--- src/rtl/ac97_frame_serializer.sv ---
`default_nettype none
// =============================================================================
// ac97_frame_serializer - AC'97 controller output link: 256-bit frames (tag,
// command slots 1/2, PCM slots 3/4) on SYNC/SDATA_OUT plus per-frame strobe.
// Revision: 1.0
// =============================================================================
module ac97_frame_serializer (
  input  logic        I_BITCLK,
  input  logic        I_RESET_N,
  input  logic [19:0] I_LEFT_SAMPLE,
  input  logic [19:0] I_RIGHT_SAMPLE,
  input  logic        I_CMD_VALID,
  input  logic        I_CMD_READ,
  input  logic [6:0]  I_CMD_ADDR,
  input  logic [15:0] I_CMD_DATA,
  output logic        O_CMD_READY,
  output logic        O_SYNC,
  output logic        O_SDATA_OUT,
  output logic        O_STROBE
);

  localparam logic [7:0] C_CNT_RESET  = 8'd254;
  localparam logic [7:0] C_B_LATCH    = 8'd255;
  localparam logic [7:0] C_B_STROBE   = 8'd252;
  localparam logic [7:0] C_B_SYNC_END = 8'd14;
  localparam logic [7:0] C_B_DATA_END = 8'd95;
  localparam logic [6:0] C_DATA_MSB   = 7'd95;

  logic [7:0]  r_cnt;
  logic [7:0]  w_cnt_next;
  logic        w_latch;
  logic        w_accept;
  logic        w_pending_next;

  logic        r_pending;
  logic        r_pend_read;
  logic [6:0]  r_pend_addr;
  logic [15:0] r_pend_data;

  logic [19:0] r_frm_left;
  logic [19:0] r_frm_right;
  logic        r_frm_cmd;
  logic        r_frm_read;
  logic [6:0]  r_frm_addr;
  logic [15:0] r_frm_data;

  logic [15:0] w_tag;
  logic [19:0] w_slot1;
  logic [19:0] w_slot2;
  logic [95:0] w_frame;
  logic [6:0]  w_idx;
  logic        w_bit;
  logic        w_sync;
  logic        w_frm_write;

  assign w_cnt_next = r_cnt + 8'd1;
  assign w_latch    = (w_cnt_next == C_B_LATCH);
  assign w_accept   = I_CMD_VALID & ~r_pending;

  // A same-edge accept wins over the latch clear: the latch only consumed the old (empty) entry.
  assign w_pending_next = w_accept ? 1'b1 : (w_latch ? 1'b0 : r_pending);

  always_ff @(posedge I_BITCLK or negedge I_RESET_N) begin
    if (!I_RESET_N) begin
      r_cnt       <= C_CNT_RESET;
      r_pending   <= 1'b0;
      r_pend_read <= 1'b0;
      r_pend_addr <= '0;
      r_pend_data <= '0;
    end else begin
      r_cnt     <= w_cnt_next;
      r_pending <= w_pending_next;
      if (w_accept) begin
        r_pend_read <= I_CMD_READ;
        r_pend_addr <= I_CMD_ADDR;
        r_pend_data <= I_CMD_DATA;
      end
    end
  end

  always_ff @(posedge I_BITCLK or negedge I_RESET_N) begin
    if (!I_RESET_N) begin
      r_frm_left  <= '0;
      r_frm_right <= '0;
      r_frm_cmd   <= 1'b0;
      r_frm_read  <= 1'b0;
      r_frm_addr  <= '0;
      r_frm_data  <= '0;
    end else if (w_latch) begin
      r_frm_left  <= I_LEFT_SAMPLE;
      r_frm_right <= I_RIGHT_SAMPLE;
      r_frm_cmd   <= r_pending;
      r_frm_read  <= r_pend_read;
      r_frm_addr  <= r_pend_addr;
      r_frm_data  <= r_pend_data;
    end
  end

  assign w_frm_write = r_frm_cmd & ~r_frm_read;
  assign w_tag       = {1'b1, r_frm_cmd, w_frm_write, 2'b11, 11'd0};
  assign w_slot1     = r_frm_cmd ? {r_frm_read, r_frm_addr, 12'd0} : 20'd0;
  assign w_slot2     = w_frm_write ? {r_frm_data, 4'd0} : 20'd0;
  assign w_frame     = {w_tag, w_slot1, w_slot2, r_frm_left, r_frm_right};

  // Outputs are computed for the bit the counter is about to enter.
  assign w_idx  = C_DATA_MSB - w_cnt_next[6:0];
  assign w_bit  = (w_cnt_next <= C_B_DATA_END) ? w_frame[w_idx] : 1'b0;
  assign w_sync = (w_cnt_next == C_B_LATCH) || (w_cnt_next <= C_B_SYNC_END);

  always_ff @(posedge I_BITCLK or negedge I_RESET_N) begin
    if (!I_RESET_N) begin
      O_SYNC      <= 1'b0;
      O_SDATA_OUT <= 1'b0;
      O_STROBE    <= 1'b0;
      O_CMD_READY <= 1'b1;
    end else begin
      O_SYNC      <= w_sync;
      O_SDATA_OUT <= w_bit;
      O_STROBE    <= (w_cnt_next == C_B_STROBE);
      O_CMD_READY <= ~w_pending_next;
    end
  end

endmodule
`default_nettype wire
--- config.mk ---
export PLATFORM = sky130hd
export DESIGN_NAME = ac97_frame_serializer
export DESIGN_NICKNAME = d
export VERILOG_FILES = /design/src/rtl/ac97_frame_serializer.sv
export SDC_FILE = /design/constraint.sdc
export NUM_CORES = 1
export LEC_CHECK = 0
export CAP_MARGIN = 20
export CORE_ASPECT_RATIO = 0.75
export CORE_MARGIN = 2
export CORE_UTILIZATION = 35
export CTS_BUF_LIST = sky130_fd_sc_hd__clkbuf_8
export DETAILED_ROUTE_END_ITERATION = 6
export PLACE_DENSITY = 0.64
export SLEW_MARGIN = 20
export SYNTH_ARGS = -nofsm -noshare
export SYNTH_HDL_FRONTEND = slang
export SYNTH_SLANG_ARGS = --single-unit
--- constraint.sdc ---
create_clock -name I_BITCLK -period 3.2 [get_ports I_BITCLK]
set_input_delay 0.48 -clock I_BITCLK [delete_from_list [all_inputs] [get_ports I_BITCLK]]
set_output_delay 0.48 -clock I_BITCLK [all_outputs]
set_load 0.02 [all_outputs]
# Word level (Yosys, flattened, before mapping)
# Index checks and enable logic that the tools add are counted.
[word_totals]
reg_bits = 102
in_bits = 67
elab_cells = 35
[classes]
n_addsub = 2
order_cmp = 3
eq_ne = 2
n_mux = 7
bitwise_logic = 5
reduce_logical = 1
[ops]
columns = ["cell", "n"]
rows = [
  ["20-bit two-way mux", 2],
  ["8-bit equality test, second input constant", 2],
  ["8-bit by 1-bit adder with 8-bit output, second input constant", 1],
  ["8-bit by 4-bit less-or-equal comparator with 1-bit output, second input constant", 1],
  ["8-bit by 7-bit less-or-equal comparator with 1-bit output, second input constant", 1],
  ["7-bit by 8-bit less-than comparator with 1-bit output, second input constant", 1],
  ["1-bit binary-select mux with 7-bit select", 1],
  ["7-bit subtractor, first input constant", 1],
  ["1-bit two-way mux", 4],
  ["1-bit NOT", 3],
  ["1-bit AND", 2],
  ["1-bit logical OR", 1],
]

# Logic depth before layout (Yosys ltp)
# Gate-level depths: netlist of run 1.
[depth]
ltp_word = 6
mapped_depth = 10
mapped_depth_nobuf = 8

# Worst setup path before layout of run 1
# No wires, ideal clock.
[synth_timing]
path_type = "register to register"
from = "reg r_cnt[1]"
to = "reg r_frm_addr[0]"
t_arrival_ns = 2.332
setup_slack_ns = 0.741
stages_incl_launch_ff = 11
n_path_buf = 3
period_less_slack_ns = 2.459
cell_sequence = "dfstp_2 > ha_1 > and3_1 > nand3_1 > xor2_2 > nor4b_2 > and3_1 > buf_4 > buf_12 > buf_8 > mux2_1"
[synth_via]
elab_chain_len = 2
[synth_lines]
columns = ["element", "line", "source"]
rows = [
  ["start: declaration", "29", "logic [7:0] r_cnt;"],
  ["start signal: assignment", "71", "r_cnt <= w_cnt_next;"],
  ["8-bit by 1-bit adder with 8-bit output", "56", "assign w_cnt_next = r_cnt + 8'd1;"],
  ["8-bit equality test", "57", "assign w_latch = (w_cnt_next == C_B_LATCH);"],
  ["end signal: assignment", "94", "r_frm_addr <= r_pend_addr;"],
  ["end: declaration", "44", "logic [6:0] r_frm_addr;"],
]
# Every way passes these cells.
# A chain may end at the register's enable or synchronous reset.

# Final worst setup path of run 1
[layout_timing]
from = "reg r_cnt[1]"
to = "reg r_frm_data[15]"
[layout_via]
elab_chain_len = 2
[layout_lines]
columns = ["element", "line", "source"]
rows = [
  ["8-bit by 1-bit adder with 8-bit output", "56", ""],
  ["8-bit equality test", "57", ""],
  ["end signal: assignment", "95", "r_frm_data <= r_pend_data;"],
  ["end: declaration", "45", "logic [15:0] r_frm_data;"],
]
# Every way passes these cells.

==> results of run 1 <==
## cell families (layout without fill, tap and decap cells)
logic type,after synthesis,in the layout,synth area share
DFF,102,102,0.544
and+or+nand+nor,40,40,0.0510
buffers and inverters,28,102,0.0393
muxes,110,110,0.302
AOI/OAI and AO/OA,25,25,0.0366
adders and majority gates,4,4,0.0106
xor gates and xnor gates,7,7,0.0162
## final cells by class
| cell class | instances | area, um2 |
|---|---|---|
| Clock buffer | 9 | 124 |
| Clock inverter | 7 | 121 |
| Fill cell | 1175 | 7260 |
| Inverter | 8 | 30.0 |
| Multi-Input combinational cell | 186 | 1970 |
| Sequential cell | 102 | 2560 |
| Tap cell | 171 | 214 |
| Timing Repair Buffer | 78 | 783 |
## power by group
| group | switching [uW] | total (uW) | internal [uW] |
|---|---|---|---|
| registers | 20.7 | 1340 | 1320 |
| logic | 44.6 | 143 | 98.1 |
| clock network | 455 | 979 | 525 |
## synthesized netlist by cell type (all sizes together), types with 4 or more instances
master,count,share of area
nor2,5,0.0040
mux2i,7,0.015
nand2,9,0.0072
ha,4,0.011
a21oi,4,0.0042
nor3,4,0.0042
buf,17,0.031
xor2,4,0.011
dfrtp,94,0.50
dfstp,8,0.045
mux2,89,0.22
inv,7,0.0056
o21ai,4,0.0042
a31oi,4,0.0053
nand3,5,0.0053
mux4,14,0.067
## path summary, 6_finish.rpt
path / from / to / slack (ns) / depth (start not counted)
setup / recovery: r_cnt[1] / r_frm_data[15] / 0.43 / 8
min in group I_BITCLK: r_frm_addr[4] / r_frm_addr[4] / 0.50 / 1
hold reg to reg: r_frm_addr[4] / r_frm_addr[4] / 0.50 / 1
hold / removal: I_RESET_N / r_pend_data[14] / 0.11 / 1
setup reg to reg: r_cnt[1] / r_frm_data[15] / 0.43 / 8
max in group asynchronous: I_RESET_N / r_cnt[4] / 2.32 / 2
## routing by layer
layer  share of wire  GRT usage  vias to the layer above
met5               0          0                        -
met4           0.016     0.0474                        0
met3           0.043     0.0351                       13
met2            0.45      0.212                       62
met1            0.49      0.197                     1411
li1                -          -                     1287
## cells in the final DEF, fill, tap and decap left out, types with 4 or more instances in the layout
cell / count
ha_1: 4
nor3_1: 4
inv_1: 7
mux2_2: 72
o21ai_0: 4
a31oi_1: 4
clkbuf_8: 9
mux2_4: 10
dfstp_2: 8
clkdlybuf4s50_1: 69
nor2_1: 5
nand2_1: 9
dfrtp_1: 94
mux2_1: 7
mux4_2: 14
mux2i_1: 7
a21oi_1: 4
nand3_1: 5
buf_4: 7
## metrics by stage
stage / instance area [um2] / total power, uW
3_3_place_gp: 5560 / 1510
6_report: 5800 / 2470
2_1_floorplan: 4710 / 1390
3_5_place_dp: 5560 / 1520
5_1_grt: 5800 / 2570
4_1_cts: 5800 / 2510
## state kept, by name, indices dropped and copies added, names as in the netlist, 7 cells and up
signal and cells:
r_frm_left 20, r_frm_right 20, r_frm_data 16, r_pend_data 16
r_cnt 8, r_frm_addr 7, r_pend_addr 7
## critical path, stage by stage, from the launching register on
cell and delay, ns:
dfstp_2 0.62, ha_1 0.27, and3_1 0.17, nand3_1 0.11
xor2_2 0.19, nor4b_2 0.28, and3_2 0.26, buf_4 0.36
mux2_2 0.39
==> results.json, run 1 <==
{
  "dp_cells": 545,
  "cts_buffers": 9,
  "grt_usage": 0.140,
  "worstPathRequired_ns": 3.46,
  "post-cts-setup-buffers": 0,
  "routed_wl_um": 9330,
  "cap_violations": 0,
  "pre_cts_ws_ns": 0.455,
  "hpwl_um": 6560,
  "path_max_fanout": 26,
  "grt_max_degree": 58,
  "initial_core_util": 0.361,
  "crit_arrival_ns": 3.04,
  "tightest_slew_ns": 0.659,
  "dr_total_vias": 2773,
  "maxSlewHeadroom": 0.559,
  "cts_tree": "built",
  "p_leak_uw": 0.00260,
  "gp_congestion": 0.911,
  "finalSetupTns_ns": 0,
  "synthArstFlopShare": 1.00,
  "grt_pass1_vias": 3089,
  "setup_ws_ns": 0.426,
  "grt_overflow": 0,
  "power-per-cell-area_nw_per_um2": 425,
  "ys_seq_area_frac": 0.544,
  "syn_to_final_growth_pct": 23.2,
  "antenna_found_initial": 0,
  "htree_levels": 3,
  "vias_per_cell": 4.94,
  "clk_pin_slew_ns": 0.10,
  "port_buffers": 70,
  "synth-edff-count": 0,
  "dieArea_um2": 14400,
  "ys_warn_count": 0,
  "fp.dieW_um": 138,
  "synth_flop_cell": "dfrtp_1",
  "hold_ws_ns": 0.113,
  "worstSetupStartpointType": "register",
  "setup_violations": 0,
  "layout.nets": 456,
  "clk_path_buf_depth": 2,
  "status": "completed",
  "synth_nets": 387,
  "critPathKind": "reg2reg",
  "post_drt_wl_per_cell_um": 16.6,
  "synth-seq-cells": 102,
  "die_h_um": 104,
  "avgSynthCellArea_um2": 14.9,
  "drc": 0,
  "period_share": 0.867,
  "min_path_type": "in2async",
  "end_kind": "register",
  "vdd_drop_max_uv": 292,
  "ioPinCount": 71,
  "final_cells": 561,
  "firstDrtPassIters": 4,
  "fmax_mhz": 361,
  "postCtsResizedCells": 0,
  "synth_cell_types": 47,
  "clockRootBuffer": "clkbuf_8",
  "syn_area_um2": 4710,
  "rsz0062_at_grt": "false",
  "grt_first_pass_wirelength_um": 15600,
  "synth_cells": 316,
  "drtIter0Drc": 149,
  "clock_latency_ns": 0.38,
  "hold_violations": 0,
  "rows": 36,
  "slew_viol_final": 0,
  "core-area_um2": 13100,
  "final_util": 0.444,
  "min_period_ns": 2.77,
  "ant_nets": 0,
  "n_antenna_cell": 0,
  "cts.sinks": 102,
  "fin_skew_ns": 0.0154,
  "ctsHoldBuffers": 0,
  "layout-drive-gt1-share": 0.354
}
(Power assumes the default switching activity.)
==> run 2: changes to the inputs <==
==> constraint.sdc (replaced) <==
create_clock -name I_BITCLK -period 3.2 [get_ports I_BITCLK]
set_input_delay 0.32 -clock I_BITCLK [delete_from_list [all_inputs] [get_ports I_BITCLK]]
set_output_delay 0.32 -clock I_BITCLK [all_outputs]
set_load 0.02 [all_outputs]
==> run 2 against run 1 <==
The flow now finishes with violations (negative hold slack). Total power down 8.8%. Sequential cell count unchanged. Sequential share of layout area is 0.35 points higher. Wire length down 2.5%. Fmax down 4.6%. Global-route usage shrank 0.38 points.
==> results.json, run 2 (synthesis results as in run 1) <==
{
  "hold_violations": 2,
  "clockRootBuffer": "clkbuf_8",
  "cap_violations": 0,
  "layout.nets": 456,
  "cts_tree": "built",
  "dieArea_um2": 14400,
  "routed_wl_um": 9100,
  "drc": 0,
  "p_leak_uw": 0.00257,
  "vias_per_cell": 4.96,
  "fillers": 1207,
  "cts.sinks": 102,
  "r2r_cells": 7,
  "crit_arrival_ns": 3.10,
  "rsz0062_at_grt": "false",
  "worstSetupStartpointType": "register",
  "fin_skew_ns": 0.00933,
  "antenna_found_initial": 0,
  "firstDrtPassIters": 4,
  "clock_latency_ns": 0.37,
  "gp_congestion": 0.875,
  "ant_nets": 0,
  "vdd_drop_max_uv": 189,
  "cts_buffers": 9,
  "setup_violations": 0,
  "period_share": 0.908,
  "layout_common_cells": "94 x dfrtp_1, 72 x mux2_2, 69 x clkdlybuf4s50_1",
  "initial_core_util": 0.361,
  "clk_path_buf_depth": 2,
  "path_max_fanout": 17,
  "end_kind": "register",
  "grt_usage": 0.137,
  "grt_overflow": 0,
  "reg2reg_from": "r_cnt[0]",
  "hold_ws_ns": -0.00844,
  "tightest_slew_ns": 0.631,
  "violations": "negative hold slack",
  "critPathKind": "reg2reg",
  "ctsHoldBuffers": 0,
  "top_regs": "r_frm_left x20, r_frm_right x20",
  "min_period_ns": 2.91,
  "power-per-cell-area_nw_per_um2": 391,
  "post_drt_wl_per_cell_um": 16.2,
  "setup_ws_ns": 0.293,
  "layout-drive-gt1-share": 0.351,
  "core-area_um2": 13100,
  "finalSetupTns_ns": 0,
  "post-cts-setup-buffers": 0,
  "n_antenna_cell": 0,
  "dr_total_vias": 2780,
  "worstPathRequired_ns": 3.40,
  "drtIter0Drc": 119,
  "clk_pin_slew_ns": 0.09,
  "fp.dieW_um": 138,
  "reg2reg_slack_ns": 0.29,
  "final_common_cell": "dfrtp_1",
  "fmax_mhz": 344,
  "port_buffers": 70,
  "pre_cts_ws_ns": 0.379,
  "grt_first_pass_wirelength_um": 15200,
  "maxSlewHeadroom": 0.578,
  "rows": 36,
  "grt_pass1_vias": 2960,
  "slew_viol_final": 0,
  "ioPinCount": 71,
  "die_h_um": 104,
  "r2r-end": "O_SDATA_OUT",
  "syn_to_final_growth_pct": 22.2,
  "htree_levels": 3,
  "postCtsResizedCells": 0,
  "grt_max_degree": 103,
  "min_path_type": "in2async",
  "status": "finished with violations",
  "hpwl_um": 6340
}
==> run 2: cell type report <==
cell class	count	area [um2]	area share
Timing Repair Buffer	78	796	0.138
Sequential cell	102	2560	0.445
Clock buffer	12	165	0.0287
Clock inverter	4	22.5	0.00391
Tap cell	171	214	0.0372
Multi-Input combinational cell	186	1970	0.342
Inverter	8	30.0	0.00522
==> run 2: how the worst max path moves through the flow <==
stage,from,end,slack [ns]
CTS,r_cnt[1],r_frm_right[3],0.34
floorplan,r_cnt[1],r_frm_addr[0],0.74
finish,r_cnt[0],O_SDATA_OUT,0.29
detailed placement,r_cnt[1],r_frm_addr[6],0.38
global placement,r_cnt[0],O_SDATA_OUT,0.37
global route,r_cnt[0],O_SDATA_OUT,0.10
==> run 2: per-layer routing <==
layer | vias up | part of all wire | track usage
met5 | - | 0 | 0
met2 | 53 | 0.46 | 0.209
met3 | 13 | 0.039 | 0.0385
met4 | 0 | 0.016 | 0.0488
li1 | 1293 | - | -
met1 | 1421 | 0.48 | 0.186
==> run 2: metrics by stage <==
step                 util  instances  total power, uW  cell area (um2)  hold slack, ns
floorplan               -        316             1390             4710          0.0244
global placement    0.426        545             1510             5570           0.428
detailed placement  0.426        545             1520             5570           0.430
CTS                 0.441        561             2290             5760          0.0107
global route        0.441        561             2360             5760          0.0192
finish              0.441        561             2250             5760        -0.00844
==> run 2: power by group <==
| group | switching [uW] | internal [uW] | total, uW |
|---|---|---|---|
| Sequential | 19.8 | 1320 | 1340 |
| Combinational | 44.4 | 98.2 | 143 |
| Clock | 421 | 341 | 763 |
==> run 2: worst max-delay path: stages (launching register included) <==
cell and delay (ns):
dfrtp_1 0.44, ha_1 0.28, xnor2_1 0.47, inv_2 0.30, mux2i_1 0.20, o311ai_0 0.38
a31oi_1 0.14, nor4_1 0.52
==> run 3: changes to the inputs <==
Settings changed: SLEW_MARGIN 20 to 5.
==> results of run 3 <==
Same layout as run 2: the final DEF is identical, and so are final timing and power.
